<file path="config.mk">
export PLATFORM = sky130hd
export DESIGN_NAME = video_timing_decoder
export DESIGN_NICKNAME = d
export VERILOG_FILES = /design/src/rtl/video_timing_decoder.sv
export SDC_FILE = /design/constraint.sdc
export NUM_CORES = 1
export LEC_CHECK = 0
export CORE_MARGIN = 1.5
export CORE_UTILIZATION = 25
export CTS_BUF_LIST = sky130_fd_sc_hd__clkbuf_8
export CTS_CLUSTER_DIAMETER = 120
export CTS_CLUSTER_SIZE = 25
export DETAILED_ROUTE_END_ITERATION = 6
export REMOVE_ABC_BUFFERS = 1
export SLEW_MARGIN = 20
export SYNTH_ARGS = -nofsm -noshare
export SYNTH_HDL_FRONTEND = slang
export SYNTH_SLANG_ARGS = --single-unit
</file>
<file path="constraint.sdc">
create_clock -name clk_rgb -period 4.26 [get_ports clk_rgb]
set_clock_uncertainty 0.1 [all_clocks]
set_input_delay 0.426 -clock clk_rgb [delete_from_list [all_inputs] [get_ports clk_rgb]]
set_output_delay 0.426 -clock clk_rgb [all_outputs]
set_load 0.01 [all_outputs]
</file>
<file path="src/rtl/video_timing_decoder.sv">
// Recovers pixel coordinates from an hs/vs/de stream and measures line/frame geometry.
// Lock is declared after LOCK_FRAMES consecutive identical frame measurements.
module video_timing_decoder #(
    parameter int HOR_TOTAL_PIXELS  = 1650,
    parameter int HOR_ACTIVE_PIXELS = 1280,
    parameter int VER_TOTAL_PIXELS  = 750,
    parameter int VER_ACTIVE_PIXELS = 720,
    parameter int SYNC_ACTIVE_HIGH  = 1,
    parameter int LOCK_FRAMES       = 2,
    localparam int X_WIDTH  = $clog2(HOR_ACTIVE_PIXELS),
    localparam int Y_WIDTH  = $clog2(VER_ACTIVE_PIXELS),
    localparam int HT_WIDTH = $clog2(HOR_TOTAL_PIXELS + 1),
    localparam int VT_WIDTH = $clog2(VER_TOTAL_PIXELS + 1)
) (
    input  logic                clk_rgb,
    input  logic                rst_n,
    input  logic                ce,
    input  logic                hs,
    input  logic                vs,
    input  logic                de,
    output logic [X_WIDTH-1:0]  x,
    output logic [Y_WIDTH-1:0]  y,
    output logic                pixel_valid,
    output logic                frame_start,
    output logic [HT_WIDTH-1:0] h_total,
    output logic [HT_WIDTH-1:0] h_active,
    output logic [VT_WIDTH-1:0] v_total,
    output logic [VT_WIDTH-1:0] v_active,
    output logic                locked,
    output logic                mode_match
);
    localparam int HC_WIDTH = $clog2(2 * HOR_TOTAL_PIXELS + 2);
    localparam int VC_WIDTH = $clog2(2 * VER_TOTAL_PIXELS + 1);
    localparam int MC_WIDTH = $clog2(LOCK_FRAMES + 1);
    localparam logic [HC_WIDTH-1:0] H_LIMIT = HC_WIDTH'(2 * HOR_TOTAL_PIXELS);
    localparam logic [VC_WIDTH-1:0] V_LIMIT = VC_WIDTH'(2 * VER_TOTAL_PIXELS);
    localparam logic [HC_WIDTH-1:0] X_MAX   = HC_WIDTH'((1 << X_WIDTH) - 1);
    localparam logic [HC_WIDTH-1:0] HT_MAX  = HC_WIDTH'((1 << HT_WIDTH) - 1);
    localparam logic [VC_WIDTH-1:0] VT_MAX  = VC_WIDTH'((1 << VT_WIDTH) - 1);
    localparam logic [Y_WIDTH-1:0]  Y_MAX   = '1;
    localparam logic [MC_WIDTH-1:0] LOCK_C  = MC_WIDTH'(LOCK_FRAMES);

    typedef enum logic [1:0] {ST_IDLE, ST_ARMED, ST_RUN} state_t;

    state_t state_reg, state_next;
    logic [MC_WIDTH-1:0] match_cnt_reg, match_cnt_next;
    logic publish;

    logic hs_s1_reg, hs_s2_reg, vs_s1_reg, vs_s2_reg, de_s1_reg, de_s2_reg;
    logic [HC_WIDTH-1:0] h_cnt_reg, de_cnt_reg, line_len_reg, line_act_reg;
    logic [HC_WIDTH-1:0] first_len_reg, first_act_reg;
    logic [VC_WIDTH-1:0] v_cnt_reg;
    logic len_seen_reg, act_seen_reg, line_err_reg;

    logic hs_pol, vs_pol;
    logic hs_rise, vs_rise, de_fall, h_timeout, v_timeout, timeout, same_geom;
    logic [HC_WIDTH-1:0] h_cnt_inc, len_now, act_now;
    logic [HT_WIDTH-1:0] snap_h_total, snap_h_active;
    logic [VT_WIDTH-1:0] snap_v_total, snap_v_active;

    assign hs_pol  = (SYNC_ACTIVE_HIGH != 0) ? hs : ~hs;
    assign vs_pol  = (SYNC_ACTIVE_HIGH != 0) ? vs : ~vs;
    assign hs_rise = hs_s1_reg & ~hs_s2_reg;
    assign vs_rise = vs_s1_reg & ~vs_s2_reg;
    assign de_fall = ~de_s1_reg & de_s2_reg;

    // A sync edge arriving in the same cycle as the saturated count is not a timeout.
    assign h_timeout = (h_cnt_reg == H_LIMIT) && !hs_rise;
    assign v_timeout = (v_cnt_reg == V_LIMIT) && !vs_rise;
    assign timeout   = h_timeout || v_timeout;

    // Snapshot sees a line or active run that ends in the vs-rise cycle itself.
    assign h_cnt_inc = h_cnt_reg + 1'b1;
    assign len_now   = hs_rise ? h_cnt_inc : line_len_reg;
    assign act_now   = de_fall ? de_cnt_reg : line_act_reg;

    assign snap_h_total  = (len_now > HT_MAX) ? '1 : len_now[HT_WIDTH-1:0];
    assign snap_h_active = (act_now > HT_MAX) ? '1 : act_now[HT_WIDTH-1:0];
    assign snap_v_total  = (v_cnt_reg > VT_MAX) ? '1 : v_cnt_reg[VT_WIDTH-1:0];
    assign snap_v_active = VT_WIDTH'(y) + VT_WIDTH'(de_fall);

    assign same_geom = (snap_h_total == h_total) && (snap_h_active == h_active) &&
                       (snap_v_total == v_total) && (snap_v_active == v_active);

    always_comb begin
        state_next     = state_reg;
        match_cnt_next = match_cnt_reg;
        publish        = 1'b0;
        if (timeout) begin
            state_next     = ST_IDLE;
            match_cnt_next = '0;
        end else if (vs_rise) begin
            case (state_reg)
                ST_IDLE:  state_next = ST_ARMED;
                ST_ARMED: begin
                    state_next = ST_RUN;
                    publish    = 1'b1;
                end
                ST_RUN: begin
                    publish = 1'b1;
                    if (same_geom && !line_err_reg)
                        match_cnt_next = (match_cnt_reg == LOCK_C) ? match_cnt_reg : match_cnt_reg + 1'b1;
                    else
                        match_cnt_next = '0;
                end
                default:  state_next = ST_IDLE;
            endcase
        end
    end

    always_ff @(posedge clk_rgb or negedge rst_n) begin
        if (!rst_n) begin
            {hs_s1_reg, hs_s2_reg, vs_s1_reg, vs_s2_reg, de_s1_reg, de_s2_reg} <= '0;
            h_cnt_reg     <= '0;
            de_cnt_reg    <= '0;
            line_len_reg  <= '0;
            line_act_reg  <= '0;
            first_len_reg <= '0;
            first_act_reg <= '0;
            v_cnt_reg     <= '0;
            len_seen_reg  <= 1'b0;
            act_seen_reg  <= 1'b0;
            line_err_reg  <= 1'b0;
            state_reg     <= ST_IDLE;
            match_cnt_reg <= '0;
            x             <= '0;
            y             <= '0;
            pixel_valid   <= 1'b0;
            frame_start   <= 1'b0;
            h_total       <= '0;
            h_active      <= '0;
            v_total       <= '0;
            v_active      <= '0;
        end else if (ce) begin
            hs_s1_reg <= hs_pol;
            vs_s1_reg <= vs_pol;
            de_s1_reg <= de;
            hs_s2_reg <= hs_s1_reg;
            vs_s2_reg <= vs_s1_reg;
            de_s2_reg <= de_s1_reg;

            if (hs_rise) begin
                h_cnt_reg    <= '0;
                line_len_reg <= h_cnt_inc;
            end else if (h_cnt_reg != H_LIMIT) begin
                h_cnt_reg <= h_cnt_inc;
            end

            if (hs_rise)
                de_cnt_reg <= '0;
            else if (de_s1_reg && de_cnt_reg != H_LIMIT)
                de_cnt_reg <= de_cnt_reg + 1'b1;
            if (de_fall)
                line_act_reg <= de_cnt_reg;

            pixel_valid <= de_s1_reg;
            if (de_s1_reg)
                x <= (de_cnt_reg > X_MAX) ? '1 : de_cnt_reg[X_WIDTH-1:0];

            if (vs_rise)
                y <= '0;
            else if (de_fall && y != Y_MAX)
                y <= y + 1'b1;

            if (vs_rise)
                v_cnt_reg <= VC_WIDTH'(hs_rise);
            else if (hs_rise && v_cnt_reg != V_LIMIT)
                v_cnt_reg <= v_cnt_reg + 1'b1;

            // The line closing in the vs-rise cycle belongs to neither frame's consistency check.
            if (vs_rise) begin
                line_err_reg <= 1'b0;
                len_seen_reg <= 1'b0;
                act_seen_reg <= 1'b0;
            end else begin
                if (hs_rise) begin
                    if (!len_seen_reg) begin
                        first_len_reg <= h_cnt_inc;
                        len_seen_reg  <= 1'b1;
                    end else if (h_cnt_inc != first_len_reg) begin
                        line_err_reg <= 1'b1;
                    end
                end
                if (de_fall) begin
                    if (!act_seen_reg) begin
                        first_act_reg <= de_cnt_reg;
                        act_seen_reg  <= 1'b1;
                    end else if (de_cnt_reg != first_act_reg) begin
                        line_err_reg <= 1'b1;
                    end
                end
            end

            frame_start   <= vs_rise;
            state_reg     <= state_next;
            match_cnt_reg <= match_cnt_next;
            if (publish) begin
                h_total  <= snap_h_total;
                h_active <= snap_h_active;
                v_total  <= snap_v_total;
                v_active <= snap_v_active;
            end
        end
    end

    assign locked     = (match_cnt_reg == LOCK_C);
    assign mode_match = locked &&
                        (h_total  == HT_WIDTH'(HOR_TOTAL_PIXELS))  &&
                        (h_active == HT_WIDTH'(HOR_ACTIVE_PIXELS)) &&
                        (v_total  == VT_WIDTH'(VER_TOTAL_PIXELS))  &&
                        (v_active == VT_WIDTH'(VER_ACTIVE_PIXELS));
endmodule

</file>
==> results.py <==
metrics = {
    "min_path": {
        "hp-class": "reg -> reg",
        "hp-start": "line_len_reg[3]",
    },
    "route": {
        "postRouteWirelength_microns": 22700,
        "drtIter0Drc": 395,
        "post_drt_wl_per_cell_microns": 15.9,
        "postRouteAntennaNets": 0,
        "firstDrtPassIters": 5,
        "route.vias.total": 6808,
        "viasPerCell": 4.75,
        "drc": 0,
    },
    "setup_path": {
        "crit_chain": "nand3_1 -> nor4_1 -> o31a_1 -> a21oi_1 -> o32a_1 -> a32oi_1 -> nand3_1 -> o31ai_1",
        "cp.required_ps": 4510,
        "arrival_ps": 3710,
        "end_kind": "flop",
        "crit_slowest_cell": "nor4_1",
        "critPathMaxStageDelay_ps": 880,
        "r2r_start": "h_cnt_reg[3]",
        "rrSetupSlack_ps": 800,
        "critPathTopFamily": "compound AO/OA/AOI/OAI gates",
        "path_buf_inv": 0,
        "critPathMaxFanout": 15,
        "critical_path_class": "reg -> reg",
        "worstSetupStartpoint": "h_cnt_reg[3]",
        "worst_path_most_repeated_cell": "nand3_1",
        "start_kind": "flop",
    },
    "timing": {
        "max_freq_mhz": 289,
        "hold_violations": 0,
        "min_period_ps": 3460,
        "setup_violations": 0,
        "drv_slew": 0,
        "whs_ps": 381,
        "max-slew-margin-rel": 0.315,
        "fin_crit_sh": 0.812,
        "rsz0062_at_grt": "false",
        "worstMarginPinSlew_ps": 1020,
        "tns_ps": 0,
    },
    "run": {
        "maxCapViolations": 0,
    },
    "placement": {
        "numPortBuffers": 72,
        "dpl_cell_area_sq_um": 9800,
        "dp_hpwl_microns": 16600,
        "gp_congestion": 0.797,
        "post-place-cells": 1399,
    },
    "finish": {
        "layout.cells.non_filler": 1432,
        "drive_gt1_frac": 0.105,
        "n_antenna_cell": 0,
        "area_delta_synth_final_pct": 18.6,
        "nets": 990,
        "postLayoutCellArea_sq_um": 10200,
    },
    "yosys": {
        "ys.flop_type": "dfrtp_1",
        "ys_seq_area_frac": 0.467,
        "avgSynthCellArea_sq_um": 9.36,
        "syn_area_sq_um": 8580,
        "synth_cell_types": 62,
        "ys_warn_count": 0,
        "synthArstFlopShare": 1.00,
        "synth_cells": 917,
        "synth-edff-count": 0,
        "ys_ff_latch": 160,
    },
    "power_and_ir_drop": {
        "pwr-share-seq": 0.470,
        "clkPwrFrac": 0.234,
        "p_switching_mw": 1.67,
        "power.leakage_nw": 4.33,
        "p_per_area_nw_per_um2": 443,
        "ir_drop_mv": 0.188,
        "p_int_mw": 2.84,
        "switching_share": 0.370,
        "pwr-share-comb": 0.296,
    },
    "global_route": {
        "grt_usage": 0.131,
        "grt_pass1_vias": 6533,
        "grt_max_degree": 87,
        "grt-ovfl-total": 0,
        "antenna_found_initial": 1,
        "grt_pass1_wl_microns": 36500,
    },
    "cts": {
        "cts_tree": "done",
        "cts_max_level": 4,
        "cts_sinks": 160,
        "clkSlewWorstSetupHoldPaths_ps": 90,
        "insertion_delay_ps": 460,
        "cts_root_buffer": "clkbuf_8",
        "clockBufferDepth": 2,
        "numCtsBuffers": 17,
    },
    "floorplanning": {
        "die_height_microns": 188,
        "start_util": 0.255,
        "die_x_microns": 188,
        "pin_count": 73,
        "die-area_sq_um": 35400,
        "fp-row-count": 67,
        "coreArea_sq_um": 33600,
    },
    "status": {
        "run_status": "completed",
    },
}
## synthesized netlist by cell type (4+ instances only)
cell type  instances  area [sq um]
a21oi_1           26           130
nand3_1           30           150
or4_1              7          52.6
nand2b_1           8          50.1
nand4_1           16           100
a31oi_1           13          81.3
o21ai_0           82           410
nor2_1            91           342
o31ai_1           10          75.1
clkbuf_1          47           176
a41oi_1            4          35.0
mux2_2            41           462
buf_1              5          18.8
and3_1             9          56.3
nor3b_1            5          37.5
nand2_1          119           447
xnor2_1           39           342
nor4_1            15          93.8
inv_1             16          60.1
nor2b_1            6          37.5
nor3_1            16          80.1
a21o_1             6          45.0
or3_1              8          50.1
mux2i_1           12           120
and2_1             8          50.1
ha_1              13           163
dfrtp_1          160          4000
xor2_1            50           438
## final timing paths
path / end / cells past startpoint
setup reg to reg: match_cnt_reg[1] / 8
min in group asynchronous: first_len_reg[3] / 2
hold reg to reg: line_len_reg[3] / 2
hold / removal: line_len_reg[3] / 2
setup / recovery: match_cnt_reg[1] / 8
max in group asynchronous: v_active[9] / 3
## area by class of cell
type	instances	area, sq um
timing repair buffer	91	880
fill	3524	23400
inverter	16	60.1
tap	448	561
clock buffer	17	234
clock inverter	15	130
multi-input combinational	685	4310
sequential	160	4000
## through the flow
stage	utilization	worst slack, ps	power (mW)
after floorplan	-	337	2.87
after global placement	0.292	928	3.46
after detailed placement	0.292	872	3.49
after CTS	0.303	725	4.57
after global routing	0.303	490	4.82
final	0.303	801	4.51
## metal layers
metal,GRT usage,up-vias,wire length [microns]
met5,0,-,0
met4,0.0354,0,292
met3,0.0292,14,1070
met2,0.215,142,10900
met1,0.172,3325,10500
li1,-,3327,-
## kinds of logic (layout without fill, tap and decap cells)
kind of cell	after synthesis	count (layout)	synth area share
flops	160	160	0.467
xor+xnor	89	89	0.0909
mux	53	53	0.0678
simple gates	360	360	0.203
fa+ha+maj	13	13	0.0190
buf+inv	72	139	0.0330
compound gates	170	170	0.120
## power groups by stage
stage	registers, mW	logic (mW)	clock network (mW)
2_1_floorplan	2.09	0.782	0
3_3_place_gp	2.14	1.33	0
3_5_place_dp	2.15	1.34	0
4_1_cts	2.12	1.35	1.10
5_1_grt	2.17	1.48	1.17
6_report	2.12	1.33	1.06
## repair_timing
item | 4_1_cts | 5_1_grt
endpoints found under the hold margin | 85 | 0
gates resized for setup | 0 | 0
buffers inserted | 0 | 0
hold buffers | 1 | 0
## cell usage in the layout, fill, tap and decap left out, types with 26 or more instances in the layout
| master | count |
|---|---|
| mux2_2 | 41 |
| clkdlybuf4s50_1 | 71 |
| xor2_1 | 50 |
| nand3_1 | 30 |
| nand2_1 | 119 |
| nor2_1 | 90 |
| o21ai_0 | 82 |
| a21oi_1 | 26 |
| xnor2_1 | 39 |
| dfrtp_1 | 160 |
## tightest hold or removal path, stage by stage (launching register included)
cell     delay [ps]
dfrtp_1         350
nand2_1          50
o21ai_0          60
No activity file was read; power rests on OpenSTA's default activity.
